File: config.mk
export PLATFORM = sky130hd
export DESIGN_NAME = cpu_core_run_control
export DESIGN_NICKNAME = d
export VERILOG_FILES = /design/src/rtl/cpu_ctrl_pkg.sv /design/src/rtl/cpu_core_run_control.sv
export SDC_FILE = /design/constraint.sdc
export NUM_CORES = 1
export LEC_CHECK = 0
export CAP_MARGIN = 15
export CORE_MARGIN = 1
export CORE_UTILIZATION = 30
export CTS_CLUSTER_SIZE = 40
export DETAILED_ROUTE_END_ITERATION = 10
export DONT_BUFFER_PORTS = 1
export PLACE_DENSITY = 0.42
export SYNTH_ARGS = -nofsm -noshare
export SYNTH_HDL_FRONTEND = slang
export SYNTH_SLANG_ARGS = --single-unit
File: constraint.sdc
create_clock -name CCLK -period 2.8 [get_ports CCLK]
set_input_delay 0 -clock CCLK [delete_from_list [all_inputs] [get_ports CCLK]]
set_output_delay 0 -clock CCLK [all_outputs]
set_load 0.02 [all_outputs]
File: src/rtl/cpu_ctrl_pkg.sv
// Shared encodings for CPU core run control; the AXI controller's status register map reuses them.
package cpu_ctrl_pkg;

    typedef enum logic [1:0] {
        ST_RSTSEQ = 2'd0,
        ST_HALTED = 2'd1,
        ST_RUN    = 2'd2,
        ST_STEP   = 2'd3
    } run_state_e;

    typedef enum logic [1:0] {
        OP_HALT       = 2'd0,
        OP_RUN        = 2'd1,
        OP_STEP       = 2'd2,
        OP_RESET_CORE = 2'd3
    } cmd_op_e;

    typedef enum logic [1:0] {
        CAUSE_RESET     = 2'd0,
        CAUSE_HOST_HALT = 2'd1,
        CAUSE_STEP_DONE = 2'd2,
        CAUSE_BREAKPT   = 2'd3
    } halt_cause_e;

endpackage

File: src/rtl/cpu_core_run_control.sv
// Run/halt/step sequencer: drives CPU core reset and clock enable, watches the
// hardware breakpoint and counts executed cycles for the debug window.
module cpu_core_run_control
    import cpu_ctrl_pkg::*;
#(
    parameter int unsigned RST_CYCLES = 4,
    parameter int unsigned CNT_WIDTH  = 64
) (
    input  logic                 CCLK,
    input  logic                 CRST,
    input  logic                 CMD_VALID,
    output logic                 CMD_READY,
    input  logic [1:0]           CMD_OP,
    input  logic [31:0]          CMD_ARG,
    input  logic                 BP_EN,
    input  logic [31:0]          BP_ADDR,
    input  logic [31:0]          REGPC,
    output logic                 CORE_RST,
    output logic                 CORE_EN,
    output logic [1:0]           STATE,
    output logic [1:0]           HALT_CAUSE,
    output logic [31:0]          STEP_REMAIN,
    output logic [CNT_WIDTH-1:0] CYCLE_CNT
);

    localparam int unsigned RC_W = (RST_CYCLES > 1) ? $clog2(RST_CYCLES) : 1;

    run_state_e          r_state;
    logic [RC_W-1:0]     r_rst_cnt;
    halt_cause_e         r_cause;
    logic [31:0]         r_step_remain;
    logic [CNT_WIDTH-1:0] r_cycle_cnt;
    logic                r_first;

    run_state_e          w_state_nxt;
    logic [RC_W-1:0]     w_rst_cnt_nxt;
    halt_cause_e         w_cause_nxt;
    logic [31:0]         w_step_remain_nxt;
    logic [CNT_WIDTH-1:0] w_cycle_cnt_nxt;
    logic                w_first_nxt;

    logic                w_accept;
    logic                w_bp_hit;
    logic                w_active;
    logic                w_cmd_reset;
    logic                w_cmd_halt;
    cmd_op_e             w_op;

    assign w_op        = cmd_op_e'(CMD_OP);
    assign w_active    = (r_state == ST_RUN) || (r_state == ST_STEP);
    assign CMD_READY   = (r_state != ST_RSTSEQ);
    assign CORE_RST    = (r_state == ST_RSTSEQ);
    assign w_accept    = CMD_VALID && CMD_READY;
    assign w_cmd_reset = w_accept && (w_op == OP_RESET_CORE);
    assign w_cmd_halt  = w_accept && (w_op == OP_HALT);
    // The first-cycle mask lets the core step off a PC that equals BP_ADDR.
    assign w_bp_hit    = BP_EN && (REGPC == BP_ADDR) && !r_first;
    assign CORE_EN     = w_active && !w_bp_hit;

    assign STATE       = r_state;
    assign HALT_CAUSE  = r_cause;
    assign STEP_REMAIN = r_step_remain;
    assign CYCLE_CNT   = r_cycle_cnt;

    always_ff @(posedge CCLK) begin
        if (CRST) begin
            r_state       <= ST_RSTSEQ;
            r_rst_cnt     <= '0;
            r_cause       <= CAUSE_RESET;
            r_step_remain <= '0;
            r_cycle_cnt   <= '0;
            r_first       <= 1'b0;
        end else begin
            r_state       <= w_state_nxt;
            r_rst_cnt     <= w_rst_cnt_nxt;
            r_cause       <= w_cause_nxt;
            r_step_remain <= w_step_remain_nxt;
            r_cycle_cnt   <= w_cycle_cnt_nxt;
            r_first       <= w_first_nxt;
        end
    end

    // Next-state: RESET_CORE > HALT > breakpoint > step completion.
    always_comb begin
        w_state_nxt       = r_state;
        w_rst_cnt_nxt     = r_rst_cnt;
        w_cause_nxt       = r_cause;
        w_step_remain_nxt = r_step_remain;
        w_cycle_cnt_nxt   = r_cycle_cnt + CNT_WIDTH'(CORE_EN);
        w_first_nxt       = 1'b0;

        if (w_cmd_reset) begin
            w_state_nxt     = ST_RSTSEQ;
            w_rst_cnt_nxt   = '0;
            w_cycle_cnt_nxt = '0;
            w_cause_nxt     = CAUSE_RESET;
        end else begin
            case (r_state)
                ST_RSTSEQ: begin
                    w_rst_cnt_nxt = r_rst_cnt + RC_W'(1);
                    if (r_rst_cnt == RC_W'(RST_CYCLES - 1)) begin
                        w_state_nxt = ST_HALTED;
                    end
                end
                ST_HALTED: begin
                    if (w_accept && (w_op == OP_RUN)) begin
                        w_state_nxt = ST_RUN;
                        w_first_nxt = 1'b1;
                    end else if (w_accept && (w_op == OP_STEP) && (CMD_ARG != 32'd0)) begin
                        w_state_nxt       = ST_STEP;
                        w_step_remain_nxt = CMD_ARG;
                        w_first_nxt       = 1'b1;
                    end
                end
                ST_RUN: begin
                    if (w_cmd_halt) begin
                        w_state_nxt = ST_HALTED;
                        w_cause_nxt = CAUSE_HOST_HALT;
                    end else if (w_bp_hit) begin
                        w_state_nxt = ST_HALTED;
                        w_cause_nxt = CAUSE_BREAKPT;
                    end
                end
                ST_STEP: begin
                    if (w_cmd_halt) begin
                        w_state_nxt = ST_HALTED;
                        w_cause_nxt = CAUSE_HOST_HALT;
                    end else if (w_bp_hit) begin
                        w_state_nxt = ST_HALTED;
                        w_cause_nxt = CAUSE_BREAKPT;
                    end else if (r_step_remain == 32'd1) begin
                        w_state_nxt       = ST_HALTED;
                        w_cause_nxt       = CAUSE_STEP_DONE;
                        w_step_remain_nxt = '0;
                    end else begin
                        w_step_remain_nxt = r_step_remain - 32'd1;
                    end
                end
                default: w_state_nxt = ST_RSTSEQ;
            endcase
        end
    end

endmodule

==> impl_metrics.tcl, run 1 <==
set metrics [dict create \
    end_kind "flip-flop" \
    ys_seq_area_share_pct 33.8 \
    cts_buffers 9 \
    diodes 0 \
    setup_slack_ns 0.147 \
    cts_max_path_buffers 2 \
    powerDensity_nw_per_um2 450 \
    track_usage_pct 19.1 \
    synth_edf_count 0 \
    grt-ovfl-total 0 \
    antenna_found_initial 0 \
    htreeDepth 3 \
    root_buffer "clkbuf_16" \
    yosys_register_bits 103 \
    postCtsSetupRepairBufs 0 \
    final_nets 918 \
    drive_above_1_share_pct 12.5 \
    num_rows 51 \
    grt_pass1_vias 5826 \
    whs_ns 0.0238 \
    clockPowerShare_pct 38.1 \
    die_area_um2 20900 \
    synth_area_um2 6090 \
    num_vias 5934 \
    grt_max_degree 66 \
    dpl_cell_area_um2 6700 \
    cp_data_required_time_ns 3.04 \
    clk_pin_slew_ns 0.08 \
    period_needed_ns 2.65 \
    place_congestion 0.859 \
    slew_viol_final 0 \
    dp_hpwl_um 14200 \
    finalClockSkew_ns 0.0113 \
    syn_avg_cell_area_um2 8.15 \
    dpl_worst_slack_ns 0.0897 \
    synth_top_area_cell "dfxtp_1" \
    routed_wl_um 19700 \
    synth_top_area_share_pct 33.8 \
    p_sw_share_pct 29.8 \
    yosysMostFrequentCell "dfxtp_1" \
    clock_sinks 103 \
    syn-num-nets 855 \
    finalCritPeriodShare_pct 94.7 \
    final_hold_viol_count 0 \
    drc 0 \
    wl_per_cell_um 18.2 \
    worst_pin_slew_ns 0.606 \
    rsz0062_at_grt "true" \
    ys_warn_count 0 \
    io_pins 205 \
    syn_to_final_growth_pct 21.1 \
    seqPwrFrac_pct 45.7 \
    maxCapViolations 0 \
    fmax_ghz 0.377 \
    clkLatencyLatePin_ns 0.36 \
    grt_pass1_wl_um 30900 \
    io_buffers 0 \
    switching_power_uw 990 \
    maxSlewHeadroom_pct 59.3 \
    die_w_um 145 \
    arrival_ns 2.90 \
    finish.instance_area_um2 7380 \
    drtAntennaViolNets 0 \
    cp-start-kind "flip-flop" \
    drtIter0Drc 301 \
    synthArstFlopShare_pct 0 \
    internal-power_mw 2.33 \
    holdCritPathClass "input port to flip-flop" \
    synth_area_leaders "dfxtp_1, xor2_1, nor2_1" \
    vias_per_cell 5.49 \
    critPathKind "flip-flop to flip-flop" \
    synth.distinct_cells 56 \
    setup_viol 0 \
    power_frac_comb_pct 16.2 \
    drt_first_pass_iters 5 \
    peakVddDrop_mv 0.273 \
    outcome "complete, no violations" \
    cts_tree "yes" \
    p_leak_nw 2.47 \
    syn_inst 748 \
    synth_common_cells "dfxtp_1, nor2_1, xor2_1" \
    ys.flop_type "dfxtp_1" \
    die_h_um 145 \
    core-area_um2 19700 \
    critPathMaxFanout 23 \
    initial_core_util_pct 30.9 \
]
-- worst max-delay path: stages (launching register included) --
cell	delay [ns]
dfxtp_1	0.31
nand2b_1	0.11
nor4_1	0.05
nand4_1	0.10
nor4_2	0.06
nor2b_1	0.18
ha_1	0.20
nand3_1	0.13
nor2_1	0.48
nand4_1	0.16
buf_4	0.24
nor4_1	0.28
xnor2_1	0.16
nor2_1	0.05
-- path summary, 6_finish.rpt --
path | start | endpoint | slack, ns | cells past startpoint
hold / removal | CMD_OP[1] | STATE[0]$_SDFFE_PP0P_ | 0.02 | 4
hold reg to reg | r_rst_cnt[1]$_SDFFE_PP0P_ | r_rst_cnt[1]$_SDFFE_PP0P_ | 0.46 | 2
setup / recovery | r_first$_SDFF_PP0_ | CYCLE_CNT[59]$_SDFF_PP0_ | 0.15 | 13
setup reg to reg | r_first$_SDFF_PP0_ | CYCLE_CNT[59]$_SDFF_PP0_ | 0.15 | 13
-- routing by layer --
metal	track usage [%]	vias to the layer above	routed length [µm]	part of all wire [%]
met5	0	-	0	0
met4	5.04	0	235	1.2
met3	5.79	19	1630	8.3
met2	30.7	215	9210	47
met1	24.6	2817	8630	44
li1	-	2883	-	-
-- sequential cells by signal, indices dropped and copies added (netlist names) --
signal       count
r_rst_cnt        2
r_first          1
STATE            2
STEP_REMAIN     32
CYCLE_CNT       64
HALT_CAUSE       2
-- layout make-up --
class	count	area, µm²
Clock buffer	9	225
Clock inverter	7	62.6
Fill cell	2072	12300
Inverter	24	90.1
Multi-Input combinational cell	583	3790
Sequential cell	103	2060
Tap cell	265	332
Timing Repair Buffer	90	816
-- cells by family (layout without fill, tap and decap cells) --
kind of cell	Yosys count	in the layout	share of synthesized area [%]
flip-flops	103	103	33.8
XOR/XNOR	85	85	12.2
AO/OA/AOI/OAI	151	151	16.4
AND/OR/NAND/NOR	342	342	32.3
adder cells (fa/ha/maj)	5	5	1.03
buffers and inverters	62	130	4.25
-- timing repair --
| action | in CTS | in global routing |
|---|---|---|
| endpoints found under the setup margin | 0 | 38 |
| hold buffers | 37 | 0 |
| hold endpoints to repair | 34 | 0 |
| resized for setup | 0 | 1 |
-- stage by stage --
step	util [%]	cells	TNS [ns]	total power, mW
floorplan	-	748	0	1.92
global placement	34.0	1028	0	2.03
detailed placement	34.0	1028	0	2.03
CTS	37.4	1081	0	3.38
global route	37.4	1081	-1.49	3.49
finish	37.4	1081	0	3.32
-- cell usage in the layout, fill, tap and decap left out, types with 16 or more instances in the layout --
| cell type | instances |
|---|---|
| dlygate4sd3_1 | 36 |
| or3_1 | 20 |
| xnor2_1 | 35 |
| nand3_1 | 29 |
| o31ai_1 | 18 |
| nor4_1 | 39 |
| buf_4 | 50 |
| o21ai_0 | 21 |
| nor3_1 | 41 |
| nor2_1 | 89 |
| dfxtp_1 | 103 |
| nand2_1 | 39 |
| inv_1 | 23 |
| a21oi_1 | 47 |
| o311ai_1 | 16 |
| nand4_1 | 22 |
| xor2_1 | 50 |
-- power by group through the flow --
stage / Clock, mW / Combinational [mW] / Sequential, mW
finish: 1.27 / 0.539 / 1.52
global route: 1.36 / 0.601 / 1.52
CTS: 1.32 / 0.539 / 1.52
detailed placement: 0 / 0.482 / 1.55
global placement: 0 / 0.481 / 1.55
floorplan: 0 / 0.362 / 1.56
Power figures use the tool's default switching activity.
==> run 2: changes to the inputs <==
Settings changed: MAX_ROUTING_LAYER set to met4.
==> run 2 against run 1 <==
Cell count did not move. Die area did not move. Design area rose by 0.42%. Critical path depth rose by 1. Largest cell class unchanged. Sequential share of layout area fell by 0.12 points.
==> impl_metrics.tcl, run 2 (synthesis gave the netlist of run 1 again) <==
set metrics [dict create \
    top_usage_layer "met2" \
    grt_max_degree 66 \
    num_vias 5938 \
    finalCritPeriodShare_pct 91.4 \
    drive_above_1_share_pct 13.2 \
    rsz0062_at_grt "false" \
    peakVddDrop_mv 0.274 \
    cp_data_required_time_ns 3.04 \
    cts_tree "yes" \
    dp_hpwl_um 14200 \
    clock_sinks 103 \
    track_usage_pct 19.6 \
    die_h_um 145 \
    setup_viol 0 \
    clkLatencyLatePin_ns 0.36 \
    arrival_ns 2.80 \
    postCtsSetupRepairBufs 0 \
    critPathMaxFanout 23 \
    final_common_cell "dfxtp_1" \
    wl_per_cell_um 18.3 \
    clk_pin_slew_ns 0.08 \
    worst_pin_slew_ns 0.610 \
    dp_cells 1028 \
    grt_use_met2_pct 30.6 \
    critPathKind "flip-flop to flip-flop" \
    final.setup.tns_ns 0 \
    drc 0 \
    grt_use_met3_pct 5.40 \
    final_hold_viol_count 0 \
    vias_per_cell 5.49 \
    grt-ovfl-total 0 \
    p_leak_nw 2.49 \
    initial_core_util_pct 30.9 \
    maxCapViolations 0 \
    die_w_um 145 \
    final_nets 918 \
    cp_slowest_stage_delay_ns 0.31 \
    drtAntennaViolNets 0 \
    syn_to_final_growth_pct 21.6 \
    routed_wl_um 19800 \
    holdCritPathClass "input port to flip-flop" \
    powerDensity_nw_per_um2 449 \
    cts_max_path_buffers 2 \
    cts_buffers 9 \
    diodes 0 \
    die_area_um2 20900 \
    grt_pass1_vias 5818 \
    io_pins 205 \
    crit_slowest_cell "dfxtp_1" \
    outcome "complete, no violations" \
    stdcell_count 1081 \
    cp-start-kind "flip-flop" \
    drt_first_pass_iters 5 \
    num_rows 51 \
    slew_viol_final 0 \
    root_buffer "clkbuf_16" \
    end_kind "flip-flop" \
    core-area_um2 19700 \
    drtIter0Drc 306 \
    crit_chain "nand2b_1, nor4_2, nand4_1, nor4_4, nor2b_1, ha_1, ha_2, nand2_2, nor2_2, nand4_1, buf_12, nor4_2, xnor2_1, nor2_1" \
    maxSlewHeadroom_pct 59.0 \
    grt_use_met1_pct 24.9 \
    whs_ns 0.0190 \
    htreeDepth 3 \
    period_needed_ns 2.56 \
    grt_pass1_wl_um 30900 \
    largest_reg_flops 64 \
    antenna_found_initial 0 \
    place_congestion 0.873 \
    io_buffers 0 \
    fmax_ghz 0.391 \
    most-common-layout-cells "dfxtp_1, nor2_1, xor2_1, buf_4, a21oi_1" \
    finalClockSkew_ns 0.00917 \
    utilization_pct 37.6 \
]
==> run 2: cell counts in the layout (fill, tap and decap cells not counted) <==
No cell type changed its count.
==> run 2: stage by stage <==
step	instance area (µm²)	total power [mW]	setup slack, ns
finish	7410	3.33	0.241
global route	7410	3.49	0.00340
CTS	7370	3.38	0.0638
detailed placement	6700	2.03	0.0897
global placement	6700	2.03	0.146
floorplan	6090	1.92	0.00777
==> run 2: area by class of cell <==
class,instances,area (µm²)
flip-flops and latches,103,2060
multi-input cells,583,3820
repair buffers,90,816
clock inverters,7,62.6
inverters,24,90.1
fillers,2071,12300
well taps,265,332
clock buffers,9,225
==> run 2: worst max-delay path: cells and delay by family (launching register included) <==
kind	cells	cell delay [ns]
xor+xnor	1	0.15
fa+ha+maj	2	0.41
simple gates	10	1.35
flops	1	0.31
buf+inv	1	0.21
==> run 2: final timing paths <==
kind / startpoint / end / slack (ns) / cells past startpoint
worst min register to register: r_rst_cnt[1]$_SDFFE_PP0P_ / r_rst_cnt[1]$_SDFFE_PP0P_ / 0.46 / 2
worst max-delay path: r_first$_SDFF_PP0_ / CYCLE_CNT[60]$_SDFF_PP0_ / 0.24 / 14
worst max register to register: r_first$_SDFF_PP0_ / CYCLE_CNT[60]$_SDFF_PP0_ / 0.24 / 14
worst min-delay path: CMD_ARG[0] / STEP_REMAIN[0]$_SDFFE_PP0P_ / 0.02 / 4
==> run 2: repair_timing <==
action                                 CTS  global route
setup endpoints to repair                0            38
endpoints found under the hold margin   34             0
hold buffers                            37             0
resized for setup                        0             8
==> run 2: routing by layer <==
| layer | up-vias | part of all wire (%) | wire length (µm) |
|---|---|---|---|
| met5 | - | 0 | 0 |
| met4 | 0 | 1.2 | 231 |
| met3 | 18 | 7.3 | 1450 |
| met2 | 198 | 47 | 9300 |
| met1 | 2838 | 45 | 8820 |
| li1 | 2884 | - | - |
==> run 2: report_power, final <==
part | internal, mW | total, mW | switching [mW]
Sequential | 1.49 | 1.52 | 0.0304
Clock | 0.625 | 1.27 | 0.642
Combinational | 0.220 | 0.541 | 0.321
Total | 2.33 | 3.33 | 0.993
